===== config.mk =====
export PLATFORM = sky130hd
export DESIGN_NAME = sisc_fetch_unit_flat
export DESIGN_NICKNAME = d
export VERILOG_FILES = /design/src/rtl/sisc_fetch_unit_if.sv /design/src/rtl/sisc_fetch_unit.sv /design/src/flat_wrapper.sv
export SDC_FILE = /design/constraint.sdc
export NUM_CORES = 1
export LEC_CHECK = 0
export CAP_MARGIN = 20
export CORE_MARGIN = 4
export CORE_UTILIZATION = 51
export DETAILED_ROUTE_END_ITERATION = 10
export GPL_TIMING_DRIVEN = 0
export PLACE_DENSITY_LB_ADDON = 0.08
export SYNTH_ARGS = -nofsm -noshare
export SYNTH_HDL_FRONTEND = slang
export SYNTH_SLANG_ARGS = --single-unit

===== constraint.sdc =====
create_clock -name clk -period 6.9 [get_ports clk]
set_input_delay 1.38 -clock clk [delete_from_list [all_inputs] [get_ports clk]]
set_output_delay 1.38 -clock clk [all_outputs]
set_load 0.1 [all_outputs]

===== src/rtl/sisc_fetch_unit_if.sv =====
// rtl/sisc_fetch_unit_if.sv - instruction-memory read handshake between fetch unit and memory
interface sisc_fetch_unit_if #(
  parameter int ADDR_W  = 16,
  parameter int INSTR_W = 32
);
  logic               imem_req;
  logic [ADDR_W-1:0]  imem_addr;
  logic [INSTR_W-1:0] imem_rdata;
  logic               imem_ack;

  modport master (
    output imem_req,
    output imem_addr,
    input  imem_rdata,
    input  imem_ack
  );

  modport slave (
    input  imem_req,
    input  imem_addr,
    output imem_rdata,
    output imem_ack
  );
endinterface


===== src/rtl/sisc_fetch_unit.sv =====
// rtl/sisc_fetch_unit.sv - SISC instruction fetch front end (PC, IR, imem req/ack); optional timeout via SISC_FETCH_TIMEOUT_EN
module sisc_fetch_unit #(
  parameter int ADDR_W   = 16,
  parameter int INSTR_W  = 32,
  parameter int RESET_PC = 0
) (
  input  logic               clk,
  input  logic               rst_f,
  input  logic               fetch_go,
  input  logic               br_taken,
  input  logic               br_rel,
  input  logic [ADDR_W-1:0]  br_addr,
  sisc_fetch_unit_if.master  imem,
  output logic [INSTR_W-1:0] ir,
  output logic [3:0]         opcode,
  output logic [3:0]         mm,
  output logic [ADDR_W-1:0]  pc,
  output logic               ir_valid,
  output logic               busy,
  output logic               halted,
  output logic               fetch_err
);

  localparam logic [ADDR_W-1:0] RESET_PC_C = RESET_PC[ADDR_W-1:0];
  localparam logic [3:0]        OP_HLT     = 4'hF;

  typedef enum logic {IDLE = 1'b0, WAIT = 1'b1} state_t;

  state_t             state_q, state_d;
  logic [ADDR_W-1:0]  pc_q, pc_d;
  logic [ADDR_W-1:0]  addr_q, addr_d;
  logic [INSTR_W-1:0] ir_q, ir_d;
  logic               req_q, req_d;
  logic               ir_valid_q, ir_valid_d;
  logic               busy_q, busy_d;
  logic               halted_q, halted_d;
  logic [ADDR_W-1:0]  target;
  logic [ADDR_W-1:0]  fetch_addr;
  logic               timeout;

`ifdef SISC_FETCH_TIMEOUT_EN
  logic [3:0]         wait_cnt_q, wait_cnt_d;
  logic               fetch_err_q, fetch_err_d;
`endif

  // Branch target (relative wraps modulo 2^ADDR_W) and the address a new fetch will use
  always_comb begin
    target     = br_rel ? (pc_q + br_addr) : br_addr;
    fetch_addr = br_taken ? target : pc_q;
  end

  // Timeout fires on the 15th WAIT edge without an ack; an ack on that edge wins
  always_comb begin
`ifdef SISC_FETCH_TIMEOUT_EN
    timeout = (state_q == WAIT) && !imem.imem_ack && (wait_cnt_q == 4'd14);
`else
    timeout = 1'b0;
`endif
  end

  // State register
  always_ff @(posedge clk or negedge rst_f) begin
    if (!rst_f) begin
      state_q <= IDLE;
    end else begin
      state_q <= state_d;
    end
  end

  // Next-state logic
  always_comb begin
    state_d = state_q;
    case (state_q)
      IDLE: if (!halted_q && fetch_go) state_d = WAIT;
      WAIT: if (imem.imem_ack || timeout) state_d = IDLE;
      default: state_d = IDLE;
    endcase
  end

  // Registered-output next values for each state transition
  always_comb begin
    pc_d       = pc_q;
    addr_d     = addr_q;
    ir_d       = ir_q;
    req_d      = req_q;
    ir_valid_d = ir_valid_q;
    busy_d     = busy_q;
    halted_d   = halted_q;
`ifdef SISC_FETCH_TIMEOUT_EN
    wait_cnt_d  = wait_cnt_q;
    fetch_err_d = fetch_err_q;
`endif
    case (state_q)
      IDLE: begin
        if (!halted_q) begin
          if (fetch_go) begin
            addr_d     = fetch_addr;
            pc_d       = fetch_addr;
            req_d      = 1'b1;
            busy_d     = 1'b1;
            ir_valid_d = 1'b0;
`ifdef SISC_FETCH_TIMEOUT_EN
            wait_cnt_d = 4'd0;
`endif
          end else if (br_taken) begin
            pc_d = target;
          end
        end
      end
      WAIT: begin
        if (imem.imem_ack) begin
          ir_d       = imem.imem_rdata;
          pc_d       = addr_q + 1'b1;
          req_d      = 1'b0;
          busy_d     = 1'b0;
          ir_valid_d = 1'b1;
          if (imem.imem_rdata[INSTR_W-1 -: 4] == OP_HLT) halted_d = 1'b1;
        end else if (timeout) begin
          ir_d        = '0;
          pc_d        = addr_q + 1'b1;
          req_d       = 1'b0;
          busy_d      = 1'b0;
          ir_valid_d  = 1'b1;
`ifdef SISC_FETCH_TIMEOUT_EN
          fetch_err_d = 1'b1;
`endif
        end else begin
`ifdef SISC_FETCH_TIMEOUT_EN
          wait_cnt_d = wait_cnt_q + 4'd1;
`endif
        end
      end
      default: ;
    endcase
  end

  // Datapath registers; asynchronous reset aborts any fetch in flight
  always_ff @(posedge clk or negedge rst_f) begin
    if (!rst_f) begin
      pc_q       <= RESET_PC_C;
      addr_q     <= RESET_PC_C;
      ir_q       <= '0;
      req_q      <= 1'b0;
      ir_valid_q <= 1'b0;
      busy_q     <= 1'b0;
      halted_q   <= 1'b0;
    end else begin
      pc_q       <= pc_d;
      addr_q     <= addr_d;
      ir_q       <= ir_d;
      req_q      <= req_d;
      ir_valid_q <= ir_valid_d;
      busy_q     <= busy_d;
      halted_q   <= halted_d;
    end
  end

`ifdef SISC_FETCH_TIMEOUT_EN
  // Wait counter and sticky error flag
  always_ff @(posedge clk or negedge rst_f) begin
    if (!rst_f) begin
      wait_cnt_q  <= 4'd0;
      fetch_err_q <= 1'b0;
    end else begin
      wait_cnt_q  <= wait_cnt_d;
      fetch_err_q <= fetch_err_d;
    end
  end
`endif

  // Output mapping
  always_comb begin
    imem.imem_req  = req_q;
    imem.imem_addr = addr_q;
    ir             = ir_q;
    opcode         = ir_q[INSTR_W-1 -: 4];
    mm             = ir_q[INSTR_W-5 -: 4];
    pc             = pc_q;
    ir_valid       = ir_valid_q;
    busy           = busy_q;
    halted         = halted_q;
`ifdef SISC_FETCH_TIMEOUT_EN
    fetch_err      = fetch_err_q;
`else
    fetch_err      = 1'b0;
`endif
  end

endmodule

===== src/flat_wrapper.sv =====
// flat-port wrapper written by rule: the top's interface ports become plain ports
module sisc_fetch_unit_flat 
#(
  parameter int ADDR_W   = 16,
  parameter int INSTR_W  = 32,
  parameter int RESET_PC = 0
)
  (clk, rst_f, fetch_go, br_taken, br_rel, br_addr, ir, opcode, mm, pc, ir_valid, busy, halted, fetch_err, imem_imem_req, imem_imem_addr, imem_imem_rdata, imem_imem_ack);
  sisc_fetch_unit_if #(.ADDR_W(ADDR_W), .INSTR_W(INSTR_W)) imem_i ();
  input  logic clk;
  input  logic rst_f;
  input  logic fetch_go;
  input  logic br_taken;
  input  logic br_rel;
  input  logic [ADDR_W-1:0] br_addr;
  output logic [INSTR_W-1:0] ir;
  output logic [3:0] opcode;
  output logic [3:0] mm;
  output logic [ADDR_W-1:0] pc;
  output logic ir_valid;
  output logic busy;
  output logic halted;
  output logic fetch_err;
  output wire logic [$bits(imem_i.imem_req)-1:0] imem_imem_req;
  output wire logic [$bits(imem_i.imem_addr)-1:0] imem_imem_addr;
  input wire logic [$bits(imem_i.imem_rdata)-1:0] imem_imem_rdata;
  input wire logic [$bits(imem_i.imem_ack)-1:0] imem_imem_ack;
  assign imem_imem_req = imem_i.imem_req;
  assign imem_imem_addr = imem_i.imem_addr;
  assign imem_i.imem_rdata = imem_imem_rdata;
  assign imem_i.imem_ack = imem_imem_ack;
  sisc_fetch_unit #(.ADDR_W(ADDR_W), .INSTR_W(INSTR_W), .RESET_PC(RESET_PC)) u_core (.clk(clk), .rst_f(rst_f), .fetch_go(fetch_go), .br_taken(br_taken), .br_rel(br_rel), .br_addr(br_addr), .imem(imem_i), .ir(ir), .opcode(opcode), .mm(mm), .pc(pc), .ir_valid(ir_valid), .busy(busy), .halted(halted), .fetch_err(fetch_err));
endmodule

# [Word-level counts from Yosys, hierarchy flattened]
# Cells that the tools add are included.
[op_classes] add_sub_neg=2 reduce_logical=7 mux=16 bitwise_logic=2 eq_ne=4
[op_table] cell="2-to-1 mux 16 bit" count=4
[op_table] cell="one-hot mux 16 bit (2 select lines)" count=1
[op_table] cell="adder 16 x 1 -> 16 bit (second input constant)" count=1
[op_table] cell="adder 16 bit" count=1
[op_table] cell="AND reduction 3 bit" count=3
[op_table] cell="2-to-1 mux 1 bit" count=8
[op_table] cell="inequality test 2 bit (second input constant)" count=3
[op_table] cell="one-hot mux 1 bit (2 select lines)" count=3
[op_table] cell="equality test 4 bit (second input constant)" count=1
[op_table] cell="AND reduction 2 bit" count=2
[op_table] cell="inverter 1 bit" count=2
[op_table] cell="logical AND 1 bit" count=1
[op_table] cell="logical NOT 1 bit" count=1
[word_totals] in_bits=54 out_inout_bits=77 regBits=68 wordCells=38

# [Longest topological paths before layout]
[depth] depth_word=5 depth_mapped=8 mapped_depth_nobuf=8

# [Worst setup path after synthesis]
# No wires, ideal clock.
[synth_timing] path_type="input to register" from="input br_addr[0]" to="register u_core.pc_q[14] (netlist: u_core.pc[14])" required_time_ns=6.774 t_arrival_ns=3.323 setup_ns=0.126 setup_slack_ns=3.452 n_path_buf=0 stages=8 path_cell_list="ha_1 -> fa_1 -> a21o_1 -> a221oi_2 -> nor3_1 -> or4_4 -> a31oi_1 -> a21oi_1"
[synth_between] elab_chain_cells=5
[synth_rtl] element="start: declaration" line_no="flat_wrapper.sv:15" rtl="input logic [ADDR_W-1:0] br_addr;"
[synth_rtl] element="adder 16 bit" line_no="sisc_fetch_unit.sv:48" rtl="target = br_rel ? (pc_q + br_addr) : br_addr;"
[synth_rtl] element="2-to-1 mux 16 bit" line_no="sisc_fetch_unit.sv:48"
[synth_rtl] element="2-to-1 mux 16 bit" line_no="sisc_fetch_unit.sv:105" rtl="end else if (br_taken) begin"
[synth_rtl] element="2-to-1 mux 16 bit" line_no="sisc_fetch_unit.sv:95" rtl="if (!halted_q) begin"
[synth_rtl] element="one-hot mux 16 bit (2 select lines)" line_no="sisc_fetch_unit.sv:93" rtl="case (state_q)"
[synth_rtl] element="end signal: assignment" line_no="sisc_fetch_unit.sv:148" rtl="pc_q <= pc_d;"
[synth_rtl] element="end: declaration" line_no="sisc_fetch_unit.sv:30" rtl="logic [ADDR_W-1:0] pc_q, pc_d;"
# Every way passes these cells. The select of a mux whose other input is x is not followed.
# A chain may end at the register's enable or synchronous reset.

# [Final worst setup path]
# Same ends and word-level chain as after synthesis.

==> impl_metrics.json <==
{
  "status": "finished, final reports clean",
  "fillers": 626,
  "critPathKind": "in -> reg",
  "ys.flop_type": "dfrtp_1",
  "max_stage_delay_ns": 0.51,
  "finalHoldViolCount": 0,
  "slew_headroom": 0.323,
  "final_nets": 700,
  "r2r_start": "u_core.pc[0]$_DFFE_PN0P_",
  "die_height_um": 98.6,
  "placed_area_um2": 5590,
  "cts_tree": "yes",
  "r2r-end": "u_core.pc[14]$_DFFE_PN0P_",
  "synthArstFlopShare": 1.00,
  "min_period_ns": 3.82,
  "critPathMaxFanout": 4,
  "antenna_found_initial": 0,
  "fin_util": 0.734,
  "cpLargestDelayFamily": "compound AO/OA/AOI/OAI gates",
  "worst_setup_path_start_kind": "input port",
  "numCtsBuffers": 9,
  "start_util": 0.533,
  "slew_violations": 0,
  "synth_nets": 561,
  "ys_types": 61,
  "stdcell_area_um2": 5760,
  "clock_latency_ns": 0.34,
  "setup-tns-final_ns": 0,
  "htree_levels": 3,
  "post-route-period-util": 0.554,
  "drc": 0,
  "route.detailed.wl_per_inst_um": 17.3,
  "dieArea_um2": 9720,
  "grt_max_degree": 69,
  "multi_input_area_um2": 2310,
  "chipWidth_um": 98.6,
  "hold_class": "reg -> reg",
  "drv_cap": 0,
  "viasPerCell": 5.76,
  "drt_first_pass_iters": 5,
  "drive_above_1_share": 0.0741,
  "synth.avg_cell_area_um2": 8.54,
  "syn2layout_area_growth_pct": 37.6,
  "diodes": 0,
  "cp_slowest_cell": "or4_4",
  "ctsHoldBuffers": 0,
  "grt-ovfl-total": 0,
  "coreArea_um2": 7850,
  "critPathBufInv": 1,
  "num_vias": 4239,
  "rows": 32,
  "cts_resized": 0,
  "netlist_area_um2": 4190,
  "ff2ff_setup_slack_ns": 4.14,
  "crit_path_end": "u_core.pc[14]$_DFFE_PN0P_",
  "ant_nets": 0,
  "cp-startpoint": "br_addr[0]",
  "final-seq-area_um2": 1700,
  "ios": 131,
  "cts.sinks": 68,
  "skew_ns": 0.00512,
  "seq_area_frac_synth": 0.407,
  "initialDrtViolationCount": 327,
  "totalWireLength_mm": 12.7,
  "dp_hpwl_mm": 9.61,
  "cts_buffer_depth": 2,
  "grt_use_total": 0.261,
  "ys.warnings.count": 0,
  "cp-end-kind": "flip-flop",
  "syn_inst": 490,
  "crit_arrival_ns": 4.05,
  "postCtsSetupBuffers": 0,
  "hold_ws_ns": 0.475,
  "synth_edf_count": 0,
  "root_buffer": "clkbuf_8",
  "r2r_cells": 8,
  "routabilityCongestion": 0.924,
  "path_cells": "clkdlybuf4s50_1 -> ha_1 -> fa_1 -> a21o_1 -> a221oi_2 -> nor3_1 -> or4_4 -> a31oi_1 -> a21oi_1",
  "crit_cells": 9,
  "setup_viol_count_final": 0,
  "grt_pass1_wl_mm": 20.4,
  "portBuffers": 128,
  "tightest_slew_ns": 1.01,
  "crit_required_ns": 7.13,
  "grt_setup_unrepaired": "no",
  "ys_ff_latch": 68,
  "clkTransAtPathRegs_ns": 0.07,
  "fmax_mhz": 262,
  "grt_pass1_vias": 4225
}
[layout make-up]
cell class                      instances  area share
Clock buffer                           11      0.0245
Tap cell                              102      0.0222
Buffer                                 30      0.0261
Clock inverter                          5     0.00478
Sequential cell                        68       0.295
Multi-Input combinational cell        385       0.401
Timing Repair Buffer                  128       0.222
Inverter                                7     0.00456
[logic make-up after synthesis]
logic type      after synthesis  share of synthesized area
simple gates                227                      0.246
flops                        68                      0.407
xor+xnor                     22                     0.0478
other cells                   1                   0.000896
fa+ha+maj                    17                     0.0526
mux                          10                     0.0248
compound gates              108                      0.179
buf+inv                      37                     0.0422
[per-layer routing]
metal | vias up | global-route usage | wire (um)
li1 | 1994 | - | -
met1 | 2016 | 0.318 | 5170
met2 | 203 | 0.428 | 6050
met3 | 26 | 0.0955 | 1220
met4 | 0 | 0.0903 | 252
met5 | - | 0 | 0
[state kept, by name, indices dropped and copies added (netlist names)]
name                   flops
u_core.imem.imem_addr     16
u_core.state_q             1
u_core.imem.imem_req       1
u_core.halted              1
u_core.ir_valid            1
u_core.pc                 16
u_core.ir                 32
[cells in the mapped netlist (5+ instances only)]
| master | n | share of area |
|---|---|---|
| o21ai_0 | 20 | 0.024 |
| a21oi_1 | 22 | 0.026 |
| dfrtp_1 | 68 | 0.41 |
| buf_4 | 10 | 0.018 |
| clkbuf_1 | 14 | 0.013 |
| buf_1 | 6 | 0.0054 |
| xnor2_1 | 15 | 0.031 |
| mux2i_1 | 7 | 0.017 |
| nor2_1 | 27 | 0.024 |
| nand4_1 | 7 | 0.010 |
| a31oi_1 | 7 | 0.010 |
| inv_1 | 7 | 0.0063 |
| nor3_1 | 11 | 0.013 |
| xor2_1 | 6 | 0.013 |
| ha_1 | 16 | 0.048 |
| o31ai_1 | 6 | 0.011 |
| and3_1 | 5 | 0.0075 |
| nand3_1 | 14 | 0.017 |
| a21o_1 | 14 | 0.025 |
| o22ai_1 | 5 | 0.0075 |
| nand2_1 | 131 | 0.12 |
[metrics by stage]
stage               std cells  setup WS [ns]
floorplan                 490           3.45
global placement          720           2.18
detailed placement        720           2.77
CTS                       736           3.15
global route              736           2.93
finish                    736           3.08
[cells in the final DEF (no fill, tap or decap), drive strengths merged, types with 4 or more instances in the layout]
cell / count
nand2: 131
clkdlybuf4s50: 127
dfrtp: 68
nor2: 27
clkbuf: 25
a21oi: 22
o21ai: 20
buf: 17
ha: 16
xnor2: 16
nand3: 14
a21o: 14
nor3: 11
and3: 8
inv: 7
a31oi: 7
mux2i: 7
nand4: 7
o31ai: 6
xor2: 6
or3: 6
o22ai: 5
nor2b: 4
clkinv: 4
and2: 4
[worst min path at each step]
stage	from	to	slack [ns]	depth (start not counted)
after global placement	u_core.ir[21]$_DFFE_PN0P_	u_core.ir[21]$_DFFE_PN0P_	0.46	2
final	u_core.ir[0]$_DFFE_PN0P_	u_core.ir[0]$_DFFE_PN0P_	0.47	2
after global routing	u_core.ir[0]$_DFFE_PN0P_	u_core.ir[0]$_DFFE_PN0P_	0.50	2
after detailed placement	u_core.ir[0]$_DFFE_PN0P_	u_core.ir[0]$_DFFE_PN0P_	0.46	2
after floorplan	u_core.state_q$_DFF_PN0_	u_core.pc[13]$_DFFE_PN0P_	0.61	2
after CTS	u_core.ir[0]$_DFFE_PN0P_	u_core.ir[0]$_DFFE_PN0P_	0.48	2
[worst register-to-register path, stage by stage (launching register included)]
cell      delay [ns]
dfrtp_1         0.41
ha_1            0.23
fa_1            0.42
a21o_1          0.26
a221oi_2        0.40
nor3_1          0.15
or4_4           0.51
a31oi_1         0.18
a21oi_1         0.09
Power is not shown: default switching activity piles up to over one toggle a cycle in this logic, so the estimate is an artifact.
